==> config.mk <==
export PLATFORM = sky130hd
export DESIGN_NAME = post_lcd_writer
export DESIGN_NICKNAME = d
export VERILOG_FILES = /design/src/rtl/post_lcd_writer.sv
export SDC_FILE = /design/constraint.sdc
export NUM_CORES = 1
export LEC_CHECK = 0
export CAP_MARGIN = 30
export CORE_ASPECT_RATIO = 1.4
export CORE_MARGIN = 2
export CORE_UTILIZATION = 40
export DETAILED_ROUTE_END_ITERATION = 10
export PLACE_DENSITY_LB_ADDON = 0.15
export SYNTH_ARGS = -nofsm -noshare
export SYNTH_HDL_FRONTEND = slang
export SYNTH_SLANG_ARGS = --single-unit
export TNS_END_PERCENT = 50
==> constraint.sdc <==
create_clock -name refclk_i -period 3.2 [get_ports refclk_i]
set_input_delay 0.8 -clock refclk_i [delete_from_list [all_inputs] [get_ports refclk_i]]
set_output_delay 0.8 -clock refclk_i [all_outputs]
set_load 0.1 [all_outputs]
==> src/rtl/post_lcd_writer.sv <==
// HD44780-style LCD write engine: byte FIFO feeding a 4- or 8-bit bus with
// programmable setup/strobe/hold timing and a per-byte settle delay.
module post_lcd_writer #(
    parameter int unsigned BUS_WIDTH  = 4,
    parameter int unsigned FIFO_DEPTH = 16,
    parameter int unsigned T_SETUP    = 1,
    parameter int unsigned T_EHIGH    = 1,
    parameter int unsigned T_HOLD     = 1,
    parameter int unsigned T_CMD      = 80,
    parameter int unsigned T_SLOW     = 3280
) (
    input  logic                          refclk_i,
    input  logic                          reset_i,
    input  logic [7:0]                    wr_data_i,
    input  logic                          wr_rs_i,
    input  logic                          wr_valid_i,
    output logic                          wr_ready_o,
    output logic [$clog2(FIFO_DEPTH):0]   fifo_level_o,
    output logic                          overflow_o,
    output logic                          busy_o,
    output logic [BUS_WIDTH-1:0]          lcd_data_o,
    output logic                          lcd_rs_o,
    output logic                          lcd_e_o
);

    function automatic int unsigned max2(input int unsigned a, input int unsigned b);
        return (a > b) ? a : b;
    endfunction

    localparam int unsigned PtrW = $clog2(FIFO_DEPTH);
    localparam int unsigned LvlW = PtrW + 1;
    localparam int unsigned TMax = max2(max2(T_SLOW, T_CMD), max2(max2(T_SETUP, T_EHIGH), T_HOLD));
    localparam int unsigned CntW = max2(12, $clog2(TMax + 1));

    typedef enum logic [2:0] {StIdle, StSetup, StStrobe, StHold, StWait} state_e;

    state_e                state_q, state_d;
    logic [CntW-1:0]       cnt_q, cnt_d;
    logic [7:0]            byte_q, byte_d;
    logic                  second_q, second_d;
    logic [BUS_WIDTH-1:0]  lcd_data_q, lcd_data_d;
    logic                  lcd_rs_q, lcd_rs_d;
    logic                  lcd_e_q, lcd_e_d;
    logic                  overflow_q, overflow_d;
    logic [LvlW-1:0]       level_q, level_d;
    logic [PtrW-1:0]       wr_ptr_q, wr_ptr_d, rd_ptr_q, rd_ptr_d;
    logic [8:0]            mem_q [FIFO_DEPTH];
    logic [8:0]            head;
    logic                  push, pop, slow;

    // First beat on the bus: the whole byte, or its high nibble on a 4-bit bus.
    function automatic logic [BUS_WIDTH-1:0] first_beat(input logic [7:0] b);
        if (BUS_WIDTH == 8) return BUS_WIDTH'(b);
        else                return BUS_WIDTH'(b[7:4]);
    endfunction

    always_comb begin
        wr_ready_o = !reset_i && (level_q != LvlW'(FIFO_DEPTH));
        push       = wr_valid_i && wr_ready_o;
        overflow_d = overflow_q || (wr_valid_i && !wr_ready_o);
        head       = mem_q[rd_ptr_q];
        level_d    = level_q + LvlW'(push) - LvlW'(pop);
        wr_ptr_d   = wr_ptr_q + PtrW'(push);
        rd_ptr_d   = rd_ptr_q + PtrW'(pop);
        // Clear display / return home need the long settle time.
        slow       = !lcd_rs_q && (byte_q[7:2] == 6'd0) && (byte_q[1:0] != 2'd0);
    end

    always_comb begin
        state_d    = state_q;
        cnt_d      = cnt_q;
        byte_d     = byte_q;
        second_d   = second_q;
        lcd_data_d = lcd_data_q;
        lcd_rs_d   = lcd_rs_q;
        pop        = 1'b0;
        unique case (state_q)
            StIdle: begin
                if (level_q != '0) begin
                    pop        = 1'b1;
                    byte_d     = head[7:0];
                    lcd_rs_d   = head[8];
                    lcd_data_d = first_beat(head[7:0]);
                    second_d   = 1'b0;
                    cnt_d      = CntW'(T_SETUP - 1);
                    state_d    = StSetup;
                end
            end
            StSetup: begin
                if (cnt_q == '0) begin
                    cnt_d   = CntW'(T_EHIGH - 1);
                    state_d = StStrobe;
                end else begin
                    cnt_d = cnt_q - CntW'(1);
                end
            end
            StStrobe: begin
                if (cnt_q == '0) begin
                    cnt_d   = CntW'(T_HOLD - 1);
                    state_d = StHold;
                end else begin
                    cnt_d = cnt_q - CntW'(1);
                end
            end
            StHold: begin
                if (cnt_q == '0) begin
                    if (BUS_WIDTH == 4 && !second_q) begin
                        second_d   = 1'b1;
                        lcd_data_d = BUS_WIDTH'(byte_q[3:0]);
                        cnt_d      = CntW'(T_SETUP - 1);
                        state_d    = StSetup;
                    end else begin
                        cnt_d   = slow ? CntW'(T_SLOW - 1) : CntW'(T_CMD - 1);
                        state_d = StWait;
                    end
                end else begin
                    cnt_d = cnt_q - CntW'(1);
                end
            end
            StWait: begin
                if (cnt_q == '0) state_d = StIdle;
                else             cnt_d   = cnt_q - CntW'(1);
            end
            default: state_d = StIdle;
        endcase
        lcd_e_d = (state_d == StStrobe);
    end

    always_ff @(posedge refclk_i) begin
        if (reset_i) begin
            state_q    <= StIdle;
            cnt_q      <= '0;
            byte_q     <= '0;
            second_q   <= 1'b0;
            lcd_data_q <= '0;
            lcd_rs_q   <= 1'b0;
            lcd_e_q    <= 1'b0;
            overflow_q <= 1'b0;
            level_q    <= '0;
            wr_ptr_q   <= '0;
            rd_ptr_q   <= '0;
        end else begin
            state_q    <= state_d;
            cnt_q      <= cnt_d;
            byte_q     <= byte_d;
            second_q   <= second_d;
            lcd_data_q <= lcd_data_d;
            lcd_rs_q   <= lcd_rs_d;
            lcd_e_q    <= lcd_e_d;
            overflow_q <= overflow_d;
            level_q    <= level_d;
            wr_ptr_q   <= wr_ptr_d;
            rd_ptr_q   <= rd_ptr_d;
        end
    end

    // Storage needs no reset; push is held off while reset is high.
    always_ff @(posedge refclk_i) begin
        if (push) mem_q[wr_ptr_q] <= {wr_rs_i, wr_data_i};
    end

    assign fifo_level_o = level_q;
    assign overflow_o   = overflow_q;
    assign busy_o       = (state_q != StIdle) || (level_q != '0);
    assign lcd_data_o   = lcd_data_q;
    assign lcd_rs_o     = lcd_rs_q;
    assign lcd_e_o      = lcd_e_q;

endmodule

Word level (Yosys, flattened, before mapping)
Memory sizes are Yosys's and may differ from the RTL's. A register that Yosys moved wholly into a read port is not among the register bits.
Cells that the tools add are included.
Cells by class
  equal/unequal tests: 10
  bitwise gates (word level): 0
  multiplexer cells: 26
  $lt $le $gt $ge: 0
  divide/modulo/power cells: 0
  shift-type cells: 0
  multipliers: 0
  add/sub/neg operators: 5
  reductions and logical operators: 23
Operators with widths (number)
  12-bit two-way mux: 6
  12-bit case mux with 4 select lines: 1
  3-bit two-way mux: 6
  4-bit two-way mux: 4
  3-bit case mux with 5 select lines: 1
  12-bit logical NOT: 1
  12-bit by 1-bit subtractor with 12-bit output, second input constant: 1
  3-bit by 2-bit == test with 1-bit output, second input constant: 3
  4-bit by 1-bit adder with 4-bit output: 2
  2-bit != test, second input constant: 4
  4-bit case mux with 2 select lines: 1
  6-bit logical NOT: 1
  1-bit two-way mux: 6
  3-bit AND reduction: 2
  5-bit by 1-bit adder with 5-bit output: 1
  1-bit logical AND: 5
  5-bit != test, second input constant: 1
  5-bit nonzero test: 1
  5-bit by 1-bit subtractor with 5-bit output: 1
  4-bit AND reduction: 1
  2-bit nonzero test: 2
  4-bit nonzero test: 1
  3-bit by 1-bit == test with 1-bit output, second input constant: 1
  3-bit == test, second input constant: 1
  other kinds (7): 10
Storage, ports and cells
  flip-flop bits (word level): 44
  bits in writable memories: 144
  memories kept: 1
  bits of input ports: 12
  output and inout bits: 14
  bits in read-only memories: 0
  word-level logic and storage cells: 76
  bits in latches: 0
Memories
  mem_q: words 16, width 9, rd ports 1, clocked after Yosys merged registers in 1, wr ports 1, line 47  | logic [8:0] mem_q [FIFO_DEPTH];

Depth between registers and ports, before layout
  depth after elaboration: 7
  depth in mapped cells: 15
  mapped depth without buffers: 15

Worst setup path after synthesis
No wires, ideal clock.
  path kind: flip-flop to flip-flop
  from: reg level_q[2], in the netlist fifo_level_o[2]
  to: mem mem_q[0][0] (enable)
  buffers on the path: 0
  setup time: 0.387 ns
  required time: 2.813 ns
  data arrival time: 4.127 ns
  setup slack: -1.314 ns
  cell stages (with the launch flop): 8
  cells stage by stage: dfxtp_1 > inv_1 > ha_1 > nor4bb_1 > nor2_1 > nand2_1 > or3_1 > nor3_1
On the way
  word-level cells in the longest chain between the ends: 5
RTL lines
  start: declaration: line 45  | logic [LvlW-1:0] level_q, level_d;
  start signal: assignment: line 151  | level_q <= level_d;
  5-bit != test: line 58  | wr_ready_o = !reset_i && (level_q != LvlW'(FIFO_DEPTH));
  1-bit logical AND: line 58
  via wr_ready_o: line 17  | output logic wr_ready_o,
  1-bit logical AND: line 59  | push = wr_valid_i && wr_ready_o;
  1-bit two-way mux: line 159  | if (push) mem_q[wr_ptr_q] <= {wr_rs_i, wr_data_i};
  1-bit two-way mux (not written as such): line 159
  end: declaration: line 47
The timed path passes the listed nets, and every way through them passes these cells.

Worst setup path after layout
  from: reg level_q[3], in the netlist fifo_level_o[3]
  to: out busy_o
On the way
  word-level cells in the longest chain between the ends: 2
RTL lines
  5-bit nonzero test: line 164  | assign busy_o = (state_q != StIdle) || (level_q != '0);
  1-bit logical OR: line 164
  end: declaration: line 20  | output logic busy_o,
Every way passes these cells.

==> results.cfg <==
[worst_setup_path]
cp-end-kind = output pin
criticalPathCategory = reg -> out
r2r-end = fifo_level_o[4]$_SDFF_PP0_
worstPathMaxFanout = 5
crit_required_ns = 2.40
reg2reg_from = fifo_level_o[2]$_SDFF_PP0_
cp.arrival_ns = 1.85
r2r_setup_slack_ns = 0.58
reg2reg_depth = 13
start_kind = register

[timing]
worst_pin_slew_ns = 0.573
period_share = 0.828
max-slew-margin-rel = 0.617
drv_slew = 0
setup_tns_ns = 0
timing.fmax_mhz = 378
hold_slack_ns = 0.458
rsz0062_at_grt = no
min_period_ns = 2.65
hold_viol = 0
setup_violations = 0
finalClockSkew_ns = 0.00937

[floorplanning]
die_area_sq_um = 20600
die_w_um = 122
start_util = 0.407
io_pins = 26
design.core.area_sq_um = 19100
rows = 60
die_height_um = 169

[placement]
place_congestion = 0.836
post-dp-hpwl_mm = 11.3
io_buffers = 25

[cts]
ctsResizeCount = 0
cts_made_buffers = 17
clock_latency_ns = 0.42
clock-sinks = 188
root_buffer = clkbuf_16
cts_hold_buf = 0
cts-htree-levels = 4
cts_buffer_depth = 2
cts_tree = built
post_cts_buffers = 0
clk_pin_slew_ns = 0.07

[synth]
syn-num-nets = 526
synth_most_common_cell = edfxtp_1
synth_top_flop_cell = edfxtp_1
post_synth_inst_count = 503
synth_common_cells = edfxtp_1 (144), dfxtp_1 (44), nand2_1 (40)
synth_top_cell_by_area = edfxtp_1
synth_async_sr_flop_share = 0
avgSynthCellArea_sq_um = 15.5
ys_seq_area_frac = 0.668
syn_area_sq_um = 7800
yosys_warnings = 0
ys_types = 57
ys_seq_elements = 188
synth_area_leaders = edfxtp_1 (55%), dfxtp_1 (11%), mux4_2 (10%)
synth_top_area_frac = 0.555
synth-edff-count = 144

[drt]
drt.antenna.violating_nets = 0
routed_via_density = 5.38
drcViolationCount = 0
drt_iter0_drc = 326
via_count = 4393
wirelength_mm = 16.3
first_pass_iters = 4
wl_per_cell_um = 20.0

[global_routing]
grt_pass1_wl_mm = 25.1
antenna_found_initial = 0
grt_max_degree = 45
overflow = 0
grt_pass1_vias = 4415
track_usage = 0.167

[cells_and_area]
area_growth_pct = 16.7
antennaDiodeCount = 0
drive_gt1_frac = 0.238
nNetsFinal = 578

[min_path]
hp-class = reg -> reg
min_from = byte_q[4]$_SDFFE_PP0P_
whs_path_depth = 2
holdPathEnd = byte_q[4]$_SDFFE_PP0P_

[run]
cap_violations = 0

[power]
ir_drop_v = 0.000391
leakage_nw = 3.10
pwr_density_cell_nw_per_um2 = 844

[run_status]
status = finished clean
==> metal layers <==
metal | wire, um | global-route usage | share of wire | vias to the layer above
met5 | 0 | 0 | 0 | -
met4 | 257 | 0.0575 | 0.016 | 0
met3 | 449 | 0.0316 | 0.028 | 14
met1 | 6600 | 0.193 | 0.41 | 2251
li1 | - | - | - | 2058
met2 | 8980 | 0.305 | 0.55 | 70
==> state kept, by name, indices dropped and copies added, names as in the netlist <==
signal / cells
byte_q: 8
cnt_q: 12
fifo_level_o: 5
lcd_data_o: 4
lcd_e_o: 1
lcd_rs_o: 1
mem_q: 144
overflow_o: 1
rd_ptr_q: 4
second_q: 1
state_q: 3
wr_ptr_q: 4
==> area by class of cell <==
type                       instances  area (sq um)
multi-input combinational        279          2430
timing repair buffer              58           483
clock inverter                    11           118
inverter                          11          41.3
tap                              248           310
clock buffer                      21           503
sequential                       188          5210
fill                            1668         10000
==> power breakdown <==
| part | internal [mW] | switching (mW) | leakage (nW) | total [mW] |
|---|---|---|---|---|
| Clock | 1.26 | 0.907 | 0.324 | 2.17 |
| Combinational | 0.983 | 1.52 | 1.12 | 2.51 |
| Sequential | 2.81 | 0.195 | 1.66 | 3.01 |
==> worst max-delay path, cell delays in order, from the launching register on <==
cell      delay [ns]
dfxtp_2         0.33
inv_1           0.07
ha_1            0.15
nor4b_2         0.48
nand3b_1        0.13
buf_4           0.26
==> cells by family (layout without fill, tap and decap cells) <==
group	Yosys count	in the layout	synth area share
AO/OA/AOI/OAI	69	69	0.0579
adder cells (fa/ha/maj)	11	11	0.0186
AND/OR/NAND/NOR	136	136	0.0879
flip-flops	188	188	0.668
multiplexers	53	53	0.133
buffers and inverters	36	101	0.0241
XOR/XNOR	10	10	0.0112
==> per-stage QoR <==
stage,utilization,setup WS (ns),cell area [sq um],cells,total power [mW]
after global placement,0.443,0.359,8480,784,5.59
after global routing,0.475,0.259,9100,816,8.08
after detailed placement,0.443,0.360,8480,784,5.60
after CTS,0.475,0.502,9100,816,7.77
after floorplan,-,0.0123,7820,503,5.01
final,0.475,0.552,9100,816,7.68
==> cells in the final DEF (no fill, tap or decap), drive strengths merged, types with 2 or more instances in the layout <==
cell type        n
a21oi           22
dfxtp           44
mux2i           13
nand4            3
a2bb2oi          3
a32oi            3
xor2             3
and2             2
nand2b           4
or4              2
a221oi           2
edfxtp         144
o41ai            2
or3              3
clkbuf          21
xnor2            7
clkdlybuf4s50   10
nor4             7
bufinv           3
nand3b           4
o211ai           2
buf             48
o21ai           14
nor2b            8
nor3            17
o31ai            2
o22ai            2
mux4            39
nand2           40
a21o             2
nand3            4
inv             18
nor2            37
a31oi            8
ha              10
==> worst max-delay path by stage <==
stage	start	endpoint	slack [ns]	depth (start not counted)
2_1_floorplan	fifo_level_o[2]$_SDFF_PP0_	fifo_level_o[4]$_SDFF_PP0_	0.01	14
3_3_place_gp	wr_valid_i	fifo_level_o[4]$_SDFF_PP0_	0.36	11
3_5_place_dp	wr_valid_i	fifo_level_o[4]$_SDFF_PP0_	0.36	11
4_1_cts	fifo_level_o[3]$_SDFF_PP0_	busy_o	0.50	5
5_1_grt	fifo_level_o[3]$_SDFF_PP0_	fifo_level_o[4]$_SDFF_PP0_	0.26	16
6_report	fifo_level_o[3]$_SDFF_PP0_	busy_o	0.55	5
(Power assumes the default switching activity.)
